<file path="src/rtl/pla_eval_if.sv">
`default_nettype none
// ============================================================================
//  Module      : pla_eval_if
//  Description : Request/response bundle for the PLA evaluation arbiter.
//                - req_valid / req_ready / req_x : NREQ requester lanes,
//                  requester i uses req_x[15i+14:15i].
//                - rsp_valid / rsp_ready / rsp_id / rsp_z : single response
//                  channel with backpressure.
//                The master side drives requests and consumes responses.
//                The slave side is the arbiter.
//  Revision    : 1.0 - initial release
// ============================================================================
interface pla_eval_if #(
    parameter int NREQ = 4,
    parameter int IDW  = $clog2(NREQ)
);
    logic [NREQ-1:0]    req_valid;
    logic [NREQ-1:0]    req_ready;
    logic [NREQ*15-1:0] req_x;
    logic               rsp_valid;
    logic               rsp_ready;
    logic [IDW-1:0]     rsp_id;
    logic [10:0]        rsp_z;

    modport master (
        output req_valid, req_x, rsp_ready,
        input  req_ready, rsp_valid, rsp_id, rsp_z
    );

    modport slave (
        input  req_valid, req_x, rsp_ready,
        output req_ready, rsp_valid, rsp_id, rsp_z
    );
endinterface
`default_nettype wire

</file>
<file path="src/rtl/pla_eval_arbiter.sv">
`default_nettype none
// ============================================================================
//  Module      : pla_eval_arbiter
//  Description : Round-robin arbiter/sequencer sharing one combinational
//                15-in/11-out PLA among NREQ requesters. A granted vector is
//                registered onto pla_x, pla_z is captured SETTLE cycles
//                later and returned tagged with the requester id.
//  Ports       : clk, rst_n      - clock, async active-low reset
//                bus (slave)     - request lanes and response channel
//                pla_x  (out 15) - registered PLA input drive
//                pla_z  (in  11) - PLA outputs
//                busy   (out  1) - high whenever not idle
//  Revision    : 1.0 - initial release
// ============================================================================
module pla_eval_arbiter #(
    parameter int NREQ   = 4,
    parameter int SETTLE = 1,
    parameter int IDW    = $clog2(NREQ)
) (
    input  wire logic        clk,
    input  wire logic        rst_n,
    pla_eval_if.slave        bus,
    output logic [14:0]      pla_x,
    input  wire logic [10:0] pla_z,
    output logic             busy
);
    localparam int CW = (SETTLE > 1) ? $clog2(SETTLE) : 1;

    localparam logic [1:0]    c_IDLE     = 2'd0;
    localparam logic [1:0]    c_EVAL     = 2'd1;
    localparam logic [1:0]    c_RESP     = 2'd2;
    localparam logic [CW-1:0] c_CNT_LOAD = CW'(SETTLE - 1);
    localparam logic [IDW:0]  c_NREQ     = (IDW + 1)'(NREQ);

    logic [1:0]     r_state;
    logic [IDW-1:0] r_ptr;
    logic [CW-1:0]  r_cnt;
    logic [14:0]    r_pla_x;
    logic [10:0]    r_rsp_z;
    logic [IDW-1:0] r_rsp_id;

    logic [2*NREQ-1:0] w_dbl;
    logic [NREQ-1:0]   w_rot;
    logic              w_found;
    logic [IDW-1:0]    w_off;
    logic [IDW:0]      w_sum;
    logic [IDW-1:0]    w_gidx;
    logic [IDW:0]      w_nxt;
    logic [IDW-1:0]    w_ptr_nxt;
    logic [14:0]       w_reqx [NREQ];

    generate
        for (genvar i = 0; i < NREQ; i++) begin : g_unpack
            assign w_reqx[i] = bus.req_x[15*i +: 15];
        end
    endgenerate

    // Rotate the valid vector so that bit 0 corresponds to ptr; the lowest
    // set bit of the rotated vector is then the round-robin winner offset.
    assign w_dbl = {bus.req_valid, bus.req_valid};
    assign w_rot = NREQ'(w_dbl >> r_ptr);

    always_comb begin
        w_found = |w_rot;
        w_off   = '0;
        for (int k = NREQ - 1; k >= 0; k--) begin
            if (w_rot[k]) begin
                w_off = IDW'(k);
            end
        end
    end

    // Undo the rotation modulo NREQ (NREQ need not be a power of two).
    assign w_sum  = {1'b0, r_ptr} + {1'b0, w_off};
    assign w_gidx = (w_sum >= c_NREQ) ? IDW'(w_sum - c_NREQ) : IDW'(w_sum);

    assign w_nxt     = {1'b0, r_rsp_id} + 1'b1;
    assign w_ptr_nxt = (w_nxt == c_NREQ) ? '0 : IDW'(w_nxt);

    // Gated by rst_n so no requester sees an accept while reset is held.
    assign bus.req_ready = (rst_n && (r_state == c_IDLE) && w_found)
                         ? (NREQ'(1) << w_gidx) : '0;

    assign bus.rsp_valid = (r_state == c_RESP);
    assign bus.rsp_id    = r_rsp_id;
    assign bus.rsp_z     = r_rsp_z;
    assign pla_x         = r_pla_x;
    assign busy          = (r_state != c_IDLE);

    always_ff @(posedge clk or negedge rst_n) begin
        if (!rst_n) begin
            r_state  <= c_IDLE;
            r_ptr    <= '0;
            r_cnt    <= '0;
            r_pla_x  <= '0;
            r_rsp_z  <= '0;
            r_rsp_id <= '0;
        end else begin
            case (r_state)
                c_IDLE: begin
                    if (w_found) begin
                        r_pla_x  <= w_reqx[w_gidx];
                        r_rsp_id <= w_gidx;
                        r_cnt    <= c_CNT_LOAD;
                        r_state  <= c_EVAL;
                    end
                end
                c_EVAL: begin
                    if (r_cnt != '0) begin
                        r_cnt <= r_cnt - 1'b1;
                    end else begin
                        r_rsp_z <= pla_z;
                        r_state <= c_RESP;
                    end
                end
                c_RESP: begin
                    if (bus.rsp_ready) begin
                        r_ptr   <= w_ptr_nxt;
                        r_state <= c_IDLE;
                    end
                end
                default: r_state <= c_IDLE;
            endcase
        end
    end
endmodule
`default_nettype wire

</file>
<file path="src/flat_wrapper.sv">
// flat-port wrapper written by rule: the top's interface ports become plain ports
module pla_eval_arbiter_flat 
#(
    parameter int NREQ   = 4,
    parameter int SETTLE = 1,
    parameter int IDW    = $clog2(NREQ)
)
  (clk, rst_n, pla_x, pla_z, busy, bus_req_valid, bus_req_x, bus_rsp_ready, bus_req_ready, bus_rsp_valid, bus_rsp_id, bus_rsp_z);
  pla_eval_if #(.NREQ(NREQ), .IDW(IDW)) bus_i ();
  input  wire logic clk;
  input  wire logic rst_n;
  output logic [14:0] pla_x;
  input  wire logic [10:0] pla_z;
  output logic busy;
  input wire logic [$bits(bus_i.req_valid)-1:0] bus_req_valid;
  input wire logic [$bits(bus_i.req_x)-1:0] bus_req_x;
  input wire logic [$bits(bus_i.rsp_ready)-1:0] bus_rsp_ready;
  output wire logic [$bits(bus_i.req_ready)-1:0] bus_req_ready;
  output wire logic [$bits(bus_i.rsp_valid)-1:0] bus_rsp_valid;
  output wire logic [$bits(bus_i.rsp_id)-1:0] bus_rsp_id;
  output wire logic [$bits(bus_i.rsp_z)-1:0] bus_rsp_z;
  assign bus_i.req_valid = bus_req_valid;
  assign bus_i.req_x = bus_req_x;
  assign bus_i.rsp_ready = bus_rsp_ready;
  assign bus_req_ready = bus_i.req_ready;
  assign bus_rsp_valid = bus_i.rsp_valid;
  assign bus_rsp_id = bus_i.rsp_id;
  assign bus_rsp_z = bus_i.rsp_z;
  pla_eval_arbiter #(.NREQ(NREQ), .SETTLE(SETTLE), .IDW(IDW)) u_core (.clk(clk), .rst_n(rst_n), .bus(bus_i), .pla_x(pla_x), .pla_z(pla_z), .busy(busy));
endmodule
</file>
<file path="config.mk">
export PLATFORM = sky130hd
export DESIGN_NAME = pla_eval_arbiter_flat
export DESIGN_NICKNAME = d
export VERILOG_FILES = /design/src/rtl/pla_eval_if.sv /design/src/rtl/pla_eval_arbiter.sv /design/src/flat_wrapper.sv
export SDC_FILE = /design/constraint.sdc
export NUM_CORES = 1
export LEC_CHECK = 0
export ABC_AREA = 1
export BUFFER_PORTS_ARGS = -buffer_cell sky130_fd_sc_hd__buf_2
export CORE_MARGIN = 2
export CORE_UTILIZATION = 45
export CTS_CLUSTER_DIAMETER = 150
export DETAILED_ROUTE_END_ITERATION = 8
export GPL_TIMING_DRIVEN = 0
export PLACE_DENSITY = 0.77
export SLEW_MARGIN = 10
export SYNTH_ARGS = -nofsm -noshare
export SYNTH_HDL_FRONTEND = slang
export SYNTH_SLANG_ARGS = --single-unit
export TNS_END_PERCENT = 1
</file>
<file path="constraint.sdc">
create_clock -name clk -period 2.8 [get_ports clk]
set_clock_uncertainty 0.1 [all_clocks]
set_input_delay 0.42 -clock clk [delete_from_list [all_inputs] [get_ports clk]]
set_output_delay 0.42 -clock clk [all_outputs]
set_load 0.1 [all_outputs]
</file>
==> results of run 1 <==
-- flip-flops by register name, indices dropped and copies added (netlist names) --
name               count
u_core.r_ptr           2
u_core.bus.rsp_id      2
u_core.bus.rsp_z      11
u_core.r_state         2
u_core.pla_x          15
-- metrics by stage --
step	util (%)	hold WS, ns	cell area, um2
after floorplan	-	0.0244	2160
after global placement	62.7	0.360	2790
after detailed placement	62.7	0.363	2790
after CTS	69.8	0.123	3100
after global routing	70.0	0.171	3110
final	70.0	0.106	3110
-- how the worst max path moves through the flow --
| stage | slack [ns] | depth (start not counted) | end | start |
|---|---|---|---|---|
| 2_1_floorplan | -0.29 | 12 | bus_req_ready[1] | u_core.r_ptr[0] |
| 6_report | -0.14 | 14 | bus_req_ready[3] | u_core.r_ptr[0] |
| 3_3_place_gp | -0.29 | 14 | bus_req_ready[1] | bus_req_valid[3] |
| 4_1_cts | -0.07 | 13 | bus_req_ready[0] | u_core.r_ptr[1] |
| 3_5_place_dp | -0.34 | 14 | bus_req_ready[1] | bus_req_valid[3] |
| 5_1_grt | -0.27 | 14 | bus_req_ready[0] | u_core.r_ptr[0] |
-- metal layers --
layer	wire (um)	vias up	track usage [%]	share of wire, %
met5	0	-	0	0
met4	74	0	6.38	1.3
met3	281	11	4.31	5.1
met2	2880	71	40.5	52
met1	2280	940	29.2	41
li1	-	1007	-	-
-- cells in the mapped netlist, types with 2 or more instances --
cell / instances / area (um2)
nand2_1: 55 / 206
mux2_2: 11 / 124
nor2_1: 4 / 15.0
inv_2: 3 / 11.3
buf_6: 4 / 45.0
mux2i_1: 30 / 300
inv_1: 4 / 15.0
ha_1: 3 / 37.5
dfrtp_1: 32 / 801
clkbuf_1: 3 / 11.3
nand3_2: 8 / 80.1
nand2_2: 12 / 75.1
nand2_4: 4 / 45.0
nor3_2: 2 / 20.0
nand3_1: 31 / 155
buf_2: 2 / 10.0
nor3_1: 2 / 10.0
-- kinds of logic after synthesis --
family | count (synthesis) | share of synthesized area (%)
compound gates | 4 | 1.19
xor+xnor | 1 | 0.772
fa+ha+maj | 3 | 1.78
buf+inv | 19 | 6.06
flops | 32 | 38.0
mux | 41 | 20.1
simple gates | 122 | 32.1
-- final cells by class --
cell class,instances,area [um2]
fillers,348,1340
multi-input cells,171,1290
flip-flops and latches,32,803
repair buffers,124,713
plain buffers,9,103
clock buffers,6,82.6
well taps,52,65.1
inverters,9,46.3
clock inverters,2,10.0
-- repair_timing --
item / 4_1_cts / 5_1_grt
hold buffers: 0 / 0
gates resized for setup: 35 / 1
buffers inserted: 12 / 1
pin swaps: 11 / 2
setup endpoints to repair: 4 / 4
-- placed cells by master, fill, tap and decap left out, drive strengths merged --
master | synthesis | final
clkinv | 1 | 3
nor2 | 6 | 6
clkbuf | 3 | 8
xor2 | 1 | 1
o21ai | 1 | 1
nand2 | 72 | 72
o31ai | 1 | 1
dfrtp | 32 | 32
buf | 7 | 131
a21oi | 1 | 1
nor3 | 4 | 4
mux2 | 11 | 11
mux2i | 30 | 30
inv | 8 | 8
a21boi | 1 | 1
ha | 3 | 3
nand3 | 40 | 40
==> impl_metrics.ini, run 1 <==
[sta]
max_slew_margin_pct = 49.8
slew_violations = 0
setup_viol = 4
fin_crit_sh_pct = 105
hold_viol_final = 0
fin_ws_ns = -0.140
rsz0062_at_grt = yes
max_freq_ghz = 0.340
tns_ns = -0.512
worstMarginPinSlew_ns = 0.753
min_period_ns = 2.94

[critical_path]
critPathMaxStageDelay_ns = 0.45
regToRegSetupSlack_ns = 0.17
critical-path-top-delay-family = simple AND/OR/NAND/NOR gates
crit_path_top_delay_cell = dfrtp_2
worst-setup-path-type = reg -> out
crit_chain = inv_4 -> nand2_2 -> nand3_2 -> nand2_2 -> nand3_2 -> a21boi_2 -> ha_2 -> xor2_2 -> buf_4 -> nand2_8 -> nand2_8 -> inv_4 -> nor3_4 -> buf_12
cp.buffers_inverters = 4
endpoint_kind = output pin
r2r_cells = 11
crit_required_ns = 2.28
rr_startpoint = u_core.r_ptr[0]
reg2reg_to = u_core.pla_x[12]
start_kind = flop
cp_data_arrival_time_ns = 2.42
path_max_fanout = 6

[status]
violations = negative setup slack
outcome = complete, but fails checks

[die]
die_w_um = 72.4
initial_utilization_pct = 47.4
ioPinCount = 112
rows = 24
fp.coreArea_um2 = 4440
die_y_um = 72.4
die_area_um2 = 5250

[clock_network]
clk_latency_ns = 0.28
htree_levels = 2
cts_inserted_buffers = 5
cts_tree = done
path_clk_slew_ns = 0.07
cts.sinks = 32
cts_buffer_depth = 2
cts_root_buf = clkbuf_8

[route]
drt-total-wl_um = 5510
dr.first_iter.drc_count = 60
vias = 2029
first_pass_iters = 4
viasPerCell = 5.01
drc = 0
ant_nets = 0
routedWlPerCell_um = 13.6

[finish]
nets = 433
drive_gt1_share_pct = 58.9
fin_cells = 405
antenna_cells = 0
area.growth.synth_to_final_pct = 47.6

[synth]
synth_edf_count = 0
synthesis.nets = 303
ys_ff_latch = 32
yosysUniqueCellTypes = 29
synth_top_flop_cell = dfrtp_1
synth_area_um2 = 2110
synthArstFlopShare_pct = 100
synth_cells = 222
yosys_warnings = 0
avgSynthCellArea_um2 = 9.49
ys_seq_area_share_pct = 38.0

[placed_design]
dp_slack_ns = -0.344
post-place-cells = 385
port-buffer-count = 111
gp_congestion = 0.837
dp_hpwl_um = 4010

[min_path]
min_path_type = in -> async

[global_routing]
antenna_found_initial = 0
grt_max_degree = 34
overflow = 0
grt_pass1_wl_um = 9490
grt_pass1_vias = 2122
track_usage_pct = 23.1

[job]
maxCapViolations = 0
Power of run 1 is left out: the tool's default activity adds up to more than one toggle a clock period on the data nets, which glitch-free logic cannot reach.
==> run 2: changes to the inputs <==
--- a/config.mk
+++ b/config.mk
@@ -7,8 +7,10 @@
 export LEC_CHECK = 0
 export ABC_AREA = 1
 export BUFFER_PORTS_ARGS = -buffer_cell sky130_fd_sc_hd__buf_2
+export CELL_PAD_IN_SITES_DETAIL_PLACEMENT = 1
+export CELL_PAD_IN_SITES_GLOBAL_PLACEMENT = 1
 export CORE_MARGIN = 2
-export CORE_UTILIZATION = 45
+export CORE_UTILIZATION = 32
 export CTS_CLUSTER_DIAMETER = 150
 export DETAILED_ROUTE_END_ITERATION = 8
 export GPL_TIMING_DRIVEN = 0
==> run 2 against run 1 <==
Against the previous run:
- the flow still finishes with violations (negative setup slack)
- register-to-register slack better by 0.32 ns
- utilization decreased by 20 points
- sequential share of layout area down 0.52 points
==> impl_metrics.ini, run 2 (synthesis results as in run 1) <==
[route]
ant_nets = 0
first_pass_iters = 4
vias = 2061
drc = 0
dr.first_iter.drc_count = 53
drt-total-wl_um = 6470
viasPerCell = 4.80
routedWlPerCell_um = 15.1

[clock_network]
cts_hold_buffers = 0
cts_tree = done
cts_buffer_depth = 2
clk_latency_ns = 0.28
cts.sinks = 32
cts_root_buf = clkbuf_8
htree_levels = 2
path_clk_slew_ns = 0.07
cts_inserted_buffers = 5

[critical_path]
critPathMaxStageDelay_ns = 0.47
start_kind = flop
crit_chain = inv_4 -> nand2_2 -> nand3_2 -> nand3_2 -> a21boi_4 -> ha_4 -> xor2_4 -> inv_2 -> nand3_4 -> nand2_8 -> buf_12 -> nor3_4 -> buf_12
cp_data_arrival_time_ns = 2.37
crit_required_ns = 2.28
crit_path_top_delay_cell = dfrtp_2
worst-setup-path-type = reg -> out
endpoint_kind = output pin
path_max_fanout = 6

[global_routing]
antenna_found_initial = 0
grt_max_degree = 34
grt_pass1_vias = 2289
overflow = 0
grt_pass1_wl_um = 10800
track_usage_pct = 18.7

[status]
violations = negative setup slack
outcome = complete, but fails checks

[finish]
fin_cells = 429
layout_common_cells = buf_2 (108), nand2_1 (48), mux2i_1 (30), dfrtp_1 (30), nand3_1 (24)
n_fill_cell = 777
area.growth.synth_to_final_pct = 50.6
final_core_util_pct = 50.0
drive_gt1_share_pct = 58.8
largest_reg_flops = 15
final_common_cell = buf_2
antenna_cells = 0
nets = 432
finalInstanceArea_um2 = 3170

[sta]
max_slew_margin_pct = 47.8
rsz0062_at_grt = yes
setup_viol = 3
fin_crit_sh_pct = 103
hold_viol_final = 0
tns_ns = -0.200
max_freq_ghz = 0.346
min_period_ns = 2.89
fin_ws_ns = -0.0868
slew_violations = 0
worstMarginPinSlew_ns = 0.783

[min_path]
min_path_type = in -> async

[job]
maxCapViolations = 0

[die]
initial_utilization_pct = 33.2
ioPinCount = 112
rows = 29
fp.coreArea_um2 = 6350
die_y_um = 85.1
die_area_um2 = 7250
die_w_um = 85.1

[placed_design]
gp_congestion = 0.802
dp_hpwl_um = 4850
post-place-cells = 410
dpl_cell_area_um2 = 2820
port-buffer-count = 111
[run 2: changes by cell type in the layout (fill, tap and decap cells not counted), sizes merged]
| cell | delta |
|---|---|
| buf | -2 |
| clkinvlp | +1 |
| bufinv | +1 |
| clkinv | -1 |
[run 2: final cells by class]
| type | instances | area, um2 | area share [%] |
|---|---|---|---|
| multi-input cells | 171 | 1310 | 41.2 |
| flip-flops and latches | 32 | 803 | 25.3 |
| repair buffers | 123 | 706 | 22.2 |
| plain buffers | 9 | 104 | 3.27 |
| well taps | 77 | 96.3 | 3.04 |
| clock buffers | 5 | 68.8 | 2.17 |
| inverters | 9 | 46.3 | 1.46 |
| clock inverters | 3 | 42.5 | 1.34 |
[run 2: final timing paths]
check                                startpoint                  end  slack [ns]  cells after the start
worst min-delay path                      rst_n  u_core.bus.rsp_z[8]        0.11                      1
min in group clk                       pla_z[7]  u_core.bus.rsp_z[7]        0.27                      2
worst max register to register  u_core.r_ptr[0]     u_core.pla_x[14]        0.49                     11
worst min register to register  u_core.pla_x[7]      u_core.pla_x[7]        0.38                      2
max in group asynchronous                 rst_n      u_core.r_ptr[1]        1.93                      1
worst max-delay path            u_core.r_ptr[0]     bus_req_ready[1]       -0.09                     13
[run 2: layer usage]
layer | share of wire, % | wire length (um) | track usage, % | vias up
met1 | 38 | 2470 | 21.9 | 985
met4 | 1.1 | 74 | 4.47 | 0
met2 | 54 | 3520 | 34.8 | 67
met3 | 6.4 | 412 | 3.89 | 6
li1 | - | - | - | 1003
met5 | 0 | 0 | 0 | -
[run 2: worst max-delay path, delay by kind of cell (launching register included)]
kind | cells | cell delay [ns]
buffers and inverters | 4 | 0.51
and+or+nand+nor | 6 | 0.56
xor gates and xnor gates | 1 | 0.20
DFF | 1 | 0.47
AOI/OAI and AO/OA | 1 | 0.18
adders and majority gates | 1 | 0.18
[run 2: through the flow]
step	hold slack [ns]	worst slack, ns
6_report	0.115	-0.0868
5_1_grt	0.144	-0.210
4_1_cts	0.131	-0.126
3_5_place_dp	0.365	-0.373
3_3_place_gp	0.358	-0.340
2_1_floorplan	0.0244	-0.291
[run 2: timing repair]
item | CTS | global route
hold endpoints to repair | 0 | 0
buffers inserted | 12 | 0
gates cloned | 0 | 0
pin swaps | 11 | 2
endpoints found under the setup margin | 9 | 14
resized for setup | 33 | 7
Power of run 2 is left out for the same reason.
==> run 3: changes to the inputs <==
--- a/config.mk
+++ b/config.mk
@@ -10,11 +10,11 @@
 export CELL_PAD_IN_SITES_DETAIL_PLACEMENT = 1
 export CELL_PAD_IN_SITES_GLOBAL_PLACEMENT = 1
 export CORE_MARGIN = 2
-export CORE_UTILIZATION = 32
+export CORE_UTILIZATION = 29
 export CTS_CLUSTER_DIAMETER = 150
 export DETAILED_ROUTE_END_ITERATION = 8
 export GPL_TIMING_DRIVEN = 0
-export PLACE_DENSITY = 0.77
+export PLACE_DENSITY = 0.73
 export SLEW_MARGIN = 10
 export SYNTH_ARGS = -nofsm -noshare
 export SYNTH_HDL_FRONTEND = slang
==> constraint.sdc (replaced) <==
create_clock -name clk -period 2.65 [get_ports clk]
set_clock_uncertainty 0.1 [all_clocks]
set_input_delay 0.3975 -clock clk [delete_from_list [all_inputs] [get_ports clk]]
set_output_delay 0.3975 -clock clk [all_outputs]
set_load 0.1 [all_outputs]
==> run 3 against run 2 <==
Against the previous run:
- the run still ends with negative setup slack left
- routed wire length increased by 4.4%
- largest cell class unchanged
- highest routed layer unchanged
- critical path type unchanged
- final cell count up 6.3%
- critical path depth is the same
==> impl_metrics.ini, run 3 (synthesis results as in run 1) <==
[status]
outcome = complete, but fails checks
violations = negative setup slack

[route]
routedWlPerCell_um = 14.8
vias = 2084
viasPerCell = 4.57
dr.first_iter.drc_count = 77
drc = 0
ant_nets = 0
drt-total-wl_um = 6760
first_pass_iters = 4

[die]
ioPinCount = 112
die_w_um = 89.2
initial_utilization_pct = 29.5
rows = 31
die_area_um2 = 7960
die_y_um = 89.2
fp.coreArea_um2 = 7140

[critical_path]
path_max_fanout = 6
crit_path_top_delay_cell = dfrtp_2
r2r_cells = 12
crit_required_ns = 2.15
rr_startpoint = u_core.r_ptr[0]
worst-setup-path-type = reg -> out
reg2reg_to = u_core.pla_x[1]
path_common_cell = nand3_2
endpoint_kind = output pin
start_kind = flop
cp_data_arrival_time_ns = 2.44
crit_chain = inv_4 -> nand2_2 -> nand3_2 -> nand3_2 -> a21boi_4 -> ha_4 -> xor2_4 -> buf_4 -> nand2_4 -> nand2_8 -> inv_2 -> nor3_4 -> buf_12
cp.buffers_inverters = 4
critical-path-top-delay-family = simple AND/OR/NAND/NOR gates
critPathMaxStageDelay_ns = 0.47
regToRegSetupSlack_ns = 0.19

[clock_network]
clk_latency_ns = 0.28
htree_levels = 2
cts_inserted_buffers = 5
cts_root_buf = clkbuf_8
cts_buffer_depth = 2
cts.sinks = 32
cts_hold_buffers = 0
path_clk_slew_ns = 0.07
cts_tree = done

[global_routing]
grt_pass1_wl_um = 10800
track_usage_pct = 17.7
grt_pass1_vias = 2242
grt_max_degree = 34
overflow = 0
antenna_found_initial = 0

[finish]
final_common_cell = buf_2
fin_cells = 456
largest_reg_flops = 15
drive_gt1_share_pct = 58.5
nets = 437
n_fill_cell = 870
layout_common_cells = buf_2 (108), nand2_1 (49), mux2i_1 (30), dfrtp_1 (30), nand3_1 (25)
antenna_cells = 0
area.growth.synth_to_final_pct = 53.1
final_core_util_pct = 45.2

[placed_design]
gp_congestion = 0.847
dp_slack_ns = -0.503
port-buffer-count = 111
post-place-cells = 432
dp_hpwl_um = 4950

[sta]
worstMarginPinSlew_ns = 0.779
fin_crit_sh_pct = 111
rsz0062_at_grt = yes
max_slew_margin_pct = 48.1
max_freq_ghz = 0.340
min_period_ns = 2.94
setup_viol = 4
tns_ns = -1.02
fin_ws_ns = -0.288
slew_violations = 0
hold_viol_final = 0

[job]
maxCapViolations = 0

[min_path]
min_path_type = in -> async
[run 3: changes by cell type in the layout (fill, tap and decap cells not counted)]
cell	before	now
clkinvlp_4	1	0
nand3_1	24	25
nand3_2	15	14
nand2_2	18	17
clkbuf_1	1	2
nand2_1	48	49
buf_4	12	17
[run 3: worst max path at each step]
stage | start | cells past startpoint | endpoint | slack (ns)
floorplan | u_core.r_ptr[0] | 12 | bus_req_ready[1] | -0.42
global placement | u_core.r_ptr[0] | 11 | bus_req_ready[1] | -0.42
detailed placement | u_core.r_ptr[0] | 11 | bus_req_ready[1] | -0.50
CTS | u_core.r_ptr[0] | 14 | bus_req_ready[1] | -0.28
global route | u_core.r_ptr[0] | 13 | bus_req_ready[1] | -0.42
finish | u_core.r_ptr[0] | 13 | bus_req_ready[2] | -0.29
[run 3: repair_timing]
item,4_1_cts,5_1_grt
pin swaps,11,6
buffers inserted,11,5
setup endpoints to repair,14,4
gates resized for setup,30,7
[run 3: metrics by stage]
step	hold slack (ns)	cell area, um2
2_1_floorplan	0.00191	2160
5_1_grt	0.141	3230
3_5_place_dp	0.365	2840
3_3_place_gp	0.360	2840
4_1_cts	0.110	3150
6_report	0.0982	3230
[run 3: area by class of cell]
type | count | area (um2) | area share (%)
Sequential cell | 32 | 803 | 24.9
Inverter | 9 | 46.3 | 1.43
Timing Repair Buffer | 127 | 736 | 22.8
Clock inverter | 2 | 35.0 | 1.09
Buffer | 10 | 111 | 3.45
Clock buffer | 6 | 72.6 | 2.25
Multi-Input combinational cell | 171 | 1300 | 40.2
Tap cell | 99 | 124 | 3.84
[run 3: routing by layer]
| metal | part of all wire (%) | vias to the layer above | track usage (%) |
|---|---|---|---|
| li1 | - | 1008 | - |
| met1 | 42 | 1010 | 21.5 |
| met2 | 53 | 62 | 32.5 |
| met3 | 4.4 | 4 | 3.60 |
| met4 | 0.64 | 0 | 3.53 |
| met5 | 0 | - | 0 |
Power of run 3 is left out for the same reason.
